<file path="src/rtl/alu_pkg.sv">
// Shared types and constants for the Add front-end: operand/result widths and sequencer states.
package alu_pkg;

  localparam int OP_W  = 3;
  localparam int RES_W = 4;
  localparam logic [OP_W-1:0] NEG_ZERO = 3'b100;

  typedef enum logic [1:0] {
    S_A,
    S_B,
    S_SETTLE,
    S_DONE
  } state_t;

endpackage

</file>
<file path="src/rtl/btn_debounce.sv">
// Raw button -> 2-flop synchroniser -> stability counter -> one-cycle pulse on a debounced rise.
module btn_debounce #(
  parameter int DEBOUNCE_CYCLES = 4
) (
  input  logic clk,
  input  logic rst_n,
  input  logic btn,
  output logic pulse
);

  localparam int CW = (DEBOUNCE_CYCLES < 2) ? 1 : $clog2(DEBOUNCE_CYCLES);

  logic          sync1;
  logic          sync2;
  logic          level;
  logic [CW-1:0] cnt;

  // cnt counts consecutive cycles where the synchronised input disagrees with level
  always_ff @(posedge clk) begin
    if (!rst_n) begin
      sync1 <= 1'b0;
      sync2 <= 1'b0;
      level <= 1'b0;
      cnt   <= '0;
      pulse <= 1'b0;
    end else begin
      sync1 <= btn;
      sync2 <= sync1;
      pulse <= 1'b0;
      if (sync2 != level) begin
        if (cnt == CW'(DEBOUNCE_CYCLES - 1)) begin
          level <= sync2;
          cnt   <= '0;
          pulse <= sync2;
        end else begin
          cnt <= cnt + 1'b1;
        end
      end else begin
        cnt <= '0;
      end
    end
  end

endmodule

</file>
<file path="src/rtl/operand_sequencer.sv">
// Collects two sign-magnitude operands via a debounced LOAD button, feeds the external adder,
// waits a fixed settle time and latches the adder's result for display. CLEAR restarts.
module operand_sequencer
  import alu_pkg::*;
#(
  parameter int W               = OP_W,
  parameter int DEBOUNCE_CYCLES = 4,
  parameter int SETTLE_CYCLES   = 2
) (
  input  logic         clk,
  input  logic         rst_n,
  input  logic [W-1:0] sw_val,
  input  logic         load_btn,
  input  logic         clear_btn,
  input  logic [W:0]   add_result,
  input  logic         add_zero,
  output logic [W-1:0] num1,
  output logic [W-1:0] num2,
  output logic [W:0]   res_q,
  output logic         zero_q,
  output logic         need_a,
  output logic         need_b,
  output logic         done
);

  localparam int SCW = (SETTLE_CYCLES < 2) ? 1 : $clog2(SETTLE_CYCLES);
  localparam logic [W-1:0] NZ = {1'b1, {(W-1){1'b0}}};

  state_t         state_q;
  state_t         state_d;
  logic [SCW-1:0] settle_cnt;
  logic           load_p;
  logic           clear_p;
  logic [W-1:0]   sw_norm;

  btn_debounce #(.DEBOUNCE_CYCLES(DEBOUNCE_CYCLES)) u_load_db (
    .clk   (clk),
    .rst_n (rst_n),
    .btn   (load_btn),
    .pulse (load_p)
  );

  btn_debounce #(.DEBOUNCE_CYCLES(DEBOUNCE_CYCLES)) u_clear_db (
    .clk   (clk),
    .rst_n (rst_n),
    .btn   (clear_btn),
    .pulse (clear_p)
  );

  // Negative zero is folded to +0 so the adder never sees two encodings of zero
  assign sw_norm = (sw_val == NZ) ? '0 : sw_val;

  always_ff @(posedge clk) begin
    if (!rst_n) begin
      state_q    <= S_A;
      num1       <= '0;
      num2       <= '0;
      res_q      <= '0;
      zero_q     <= 1'b0;
      settle_cnt <= '0;
    end else begin
      state_q <= state_d;
      if (clear_p) begin
        num1   <= '0;
        num2   <= '0;
        res_q  <= '0;
        zero_q <= 1'b0;
      end else begin
        case (state_q)
          S_A: if (load_p) num1 <= sw_norm;
          S_B: if (load_p) begin
            num2       <= sw_norm;
            settle_cnt <= SCW'(SETTLE_CYCLES - 1);
          end
          S_SETTLE: begin
            if (settle_cnt == '0) begin
              res_q  <= add_result;
              zero_q <= add_zero;
            end else begin
              settle_cnt <= settle_cnt - 1'b1;
            end
          end
          S_DONE: if (load_p) num1 <= sw_norm;
          default: ;
        endcase
      end
    end
  end

  // clear has priority; LOAD during SETTLE is deliberately dropped
  always_comb begin
    state_d = state_q;
    if (clear_p) begin
      state_d = S_A;
    end else begin
      case (state_q)
        S_A:      if (load_p) state_d = S_B;
        S_B:      if (load_p) state_d = S_SETTLE;
        S_SETTLE: if (settle_cnt == '0) state_d = S_DONE;
        S_DONE:   if (load_p) state_d = S_B;
        default:  state_d = S_A;
      endcase
    end
  end

  always_comb begin
    need_a = (state_q == S_A);
    need_b = (state_q == S_B);
    done   = (state_q == S_DONE);
  end

endmodule
</file>
<file path="config.mk">
export PLATFORM = sky130hd
export DESIGN_NAME = operand_sequencer
export DESIGN_NICKNAME = d
export VERILOG_FILES = /design/src/rtl/alu_pkg.sv /design/src/rtl/btn_debounce.sv /design/src/rtl/operand_sequencer.sv
export SDC_FILE = /design/constraint.sdc
export NUM_CORES = 1
export LEC_CHECK = 0
export ABC_AREA = 1
export CAP_MARGIN = 20
export CORE_UTILIZATION = 47
export CTS_BUF_LIST = sky130_fd_sc_hd__clkbuf_8 sky130_fd_sc_hd__clkbuf_16
export DETAILED_ROUTE_END_ITERATION = 10
export MAX_ROUTING_LAYER = met4
export PLACE_DENSITY_LB_ADDON = 0.05
export SYNTH_ARGS = -nofsm -noshare
export SYNTH_HDL_FRONTEND = slang
export SYNTH_SLANG_ARGS = --single-unit
</file>
<file path="constraint.sdc">
create_clock -name clk -period 1.9 [get_ports clk]
set_clock_uncertainty 0.15 [all_clocks]
set_input_delay 0.475 -clock clk [delete_from_list [all_inputs] [get_ports clk]]
set_output_delay 0.475 -clock clk [all_outputs]
set_load 0.1 [all_outputs]
</file>
==> results of run 1 <==
==> cells in the mapped netlist <==
master   number  area, um^2
o21ai_2       1       8.760
and2_1        1       6.260
inv_4         1       6.260
o21ai_0       2       10.01
nand2_2       1       6.260
a21oi_2       1       8.760
ha_1          7       87.58
o21ai_1       8       40.04
dfxtp_1      26       520.5
a21oi_1       5       25.02
nand3_1       3       15.01
nand2_1      25       93.84
nor2_2        1       6.260
nor2_4        1       11.26
nor2_1       31       116.4
inv_1        16       60.06
buf_6         2       22.52
==> where the power goes <==
group	switching (mW)	leakage [nW]	internal (mW)	total (mW)
clock network	0.158	0.0216	0.142	0.300
logic	0.673	0.429	0.354	1.03
registers	0.0651	0.212	0.614	0.679
total	0.897	0.662	1.11	2.01
==> area by class of cell <==
cell class | instances | area, um^2
clock buffers | 3 | 41.29
repair buffers | 26 | 397.9
well taps | 27 | 33.78
flip-flops and latches | 26 | 520.5
fillers | 156 | 526.8
multi-input cells | 87 | 435.4
inverters | 17 | 66.31
==> kinds of logic (layout without fill, tap and decap cells) <==
| group | Yosys count | in the layout | synth area share |
|---|---|---|---|
| AOI/OAI and AO/OA | 17 | 17 | 0.08862 |
| adders and majority gates | 7 | 7 | 0.08383 |
| buffers and inverters | 19 | 46 | 0.08503 |
| DFF | 26 | 26 | 0.4982 |
| and+or+nand+nor | 63 | 63 | 0.2443 |
==> metrics by stage <==
stage / hold WS (ns) / area (um^2) / setup slack (ns)
after CTS: 0.2734 / 1495 / 0.09908
after global routing: 0.2941 / 1495 / 0.04895
final: 0.2683 / 1495 / 0.1044
after floorplan: 0.2405 / 1045 / 0.06134
after detailed placement: 0.2609 / 1454 / 0.09269
after global placement: 0.2495 / 1454 / 0.1556
==> registers in the layout (all words and copies together) (netlist names), 2 cells and up <==
name            count
num1                3
num2                3
res_q               4
state_q             2
u_clear_db.cnt      2
u_load_db.cnt       2
==> worst register-to-register path: cells and delay by family (launching register included) <==
| kind | cells | cell delay (ns) |
|---|---|---|
| flip-flops | 1 | 0.39 |
| buffers and inverters | 1 | 0.11 |
| AND/OR/NAND/NOR | 3 | 0.50 |
| adder cells (fa/ha/maj) | 1 | 0.33 |
==> layout by cell type, fill, tap and decap left out <==
cell type        Yosys  routed
nor2_4               1       1
buf_12               0      14
clkbuf_8             0       3
nand2_2              1       1
a21oi_2              1       1
nand3_1              3       3
o21ai_1              8       8
ha_1                 7       7
inv_1               16      16
and2_1               1       1
o21ai_0              2       2
clkdlybuf4s50_1      0      11
nor2_1              31      31
a21oi_1              5       5
buf_4                0       1
nand2_1             25      25
nor2_2               1       1
o21ai_2              1       1
dfxtp_1             26      26
inv_4                1       1
==> worst paths after layout <==
path | to | start
worst max-delay path | need_a | state_q[0]
worst min-delay path | u_clear_db.cnt[0] | u_clear_db.cnt[0]
worst max register to register | num1[2] | state_q[0]
worst min register to register | u_clear_db.cnt[0] | u_clear_db.cnt[0]
==> layer usage <==
layer / routed length [um] / track usage / share of wire
met3: 100 / 0.04050 / 0.048
met4: 79 / 0.1422 / 0.038
met1: 860 / 0.2039 / 0.41
met2: 1041 / 0.3493 / 0.50
met5: 0 / - / 0
==> impl_metrics.env, run 1 <==
export IMPL_p_total_mw=2.007
export IMPL_peakVddDrop_v=0.001054
export IMPL_finalNonFillerCells=186
export IMPL_crit_path_end_kind="output port"
export IMPL_cts_setup_buffers=0
export IMPL_firstDrtPassIters=4
export IMPL_grt_pass1_vias=837
export IMPL_overflow=0
export IMPL_slew_headroom=0.7976
export IMPL_crit_slowest_cell="dfxtp_1"
export IMPL_drt_wirelength_per_cell_um=11.19
export IMPL_rsz0062_at_grt="no"
export IMPL_ys_warnings_count=0
export IMPL_period_minus_slack_ns=1.796
export IMPL_cpPeakStageDelay_ns=0.39
export IMPL_nets=180
export IMPL_path_cells="inv_1 -> ha_1 -> buf_12"
export IMPL_critical_path_depth=3
export IMPL_htree_levels=1
export IMPL_worstSetupPathType="register to output port"
export IMPL_cts_made_buffers=3
export IMPL_route_detailed_drc=0
export IMPL_cp_data_required_time_ns=1.27
export IMPL_viasPerCell=4.849
export IMPL_clkSinkCount=26
export IMPL_antenna_cells=0
export IMPL_cts_root_buf="clkbuf_8"
export IMPL_synth_area_per_cell_um2=7.915
export IMPL_slew_violations=0
export IMPL_fmax_ghz=0.5569
export IMPL_drive_above_1_share=0.1509
export IMPL_reg2reg_depth=5
export IMPL_tns_ns=0
export IMPL_gp_routability_congestion=0.7183
export IMPL_ios=26
export IMPL_hold_depth=1
export IMPL_finalSetupViolCount=0
export IMPL_start_kind="register"
export IMPL_crit_arrival_ns=1.17
export IMPL_synth_area_um2=1045
export IMPL_yosysUniqueCellTypes=17
export IMPL_reg2reg_setup_slack_ns=0.33
export IMPL_finalHoldViolations=0
export IMPL_powerDensity_nw_per_um2=1342
export IMPL_holdBufCountCts=0
export IMPL_syn_nets=151
export IMPL_placementRows=16
export IMPL_path_delay_family="flip-flops"
export IMPL_start_util=0.5167
export IMPL_ant_nets=0
export IMPL_drt_iter0_drc=21
export IMPL_tightest_slew_ns=0.3025
export IMPL_die_width_um=49.15
export IMPL_coreArea_um2=2022
export IMPL_hp_class="register to register"
export IMPL_power_leakage_nw=0.6623
export IMPL_max_cap_violations=0
export IMPL_routed_wl_um=2082
export IMPL_cts_tree="done"
export IMPL_clockBufferDepth=2
export IMPL_critPathMaxFanout=4
export IMPL_antenna_found_initial=0
export IMPL_clk_latency_ns=0.26
export IMPL_hpwl_um=1652
export IMPL_grt_max_degree=14
export IMPL_utilization=0.7395
export IMPL_status="finished clean"
export IMPL_vias=902
export IMPL_grt_pass1_wl_um=3525
export IMPL_seq_area_frac_synth=0.4982
export IMPL_ys_seq_elements=26
export IMPL_io_buffers=25
export IMPL_die_area_um2=2415
export IMPL_die_h_um=49.15
export IMPL_synth_cells=132
export IMPL_path_clk_slew_ns=0.08
export IMPL_ctsResizeCount=0
export IMPL_grt_util_all_layers=0.2030
export IMPL_syn_to_final_growth_pct=43.11
export IMPL_path_buf_inv=2
export IMPL_post_route_period_util=0.9451
export IMPL_dp_cells=183
No activity file was read; power rests on OpenSTA's default activity.
==> run 2, diff against run 1 <==
ABC_CLOCK_PERIOD_IN_PS = 1900   (was not set)
==> results of run 2 <==
Final layout, timing and power as in run 1 (identical DEF).
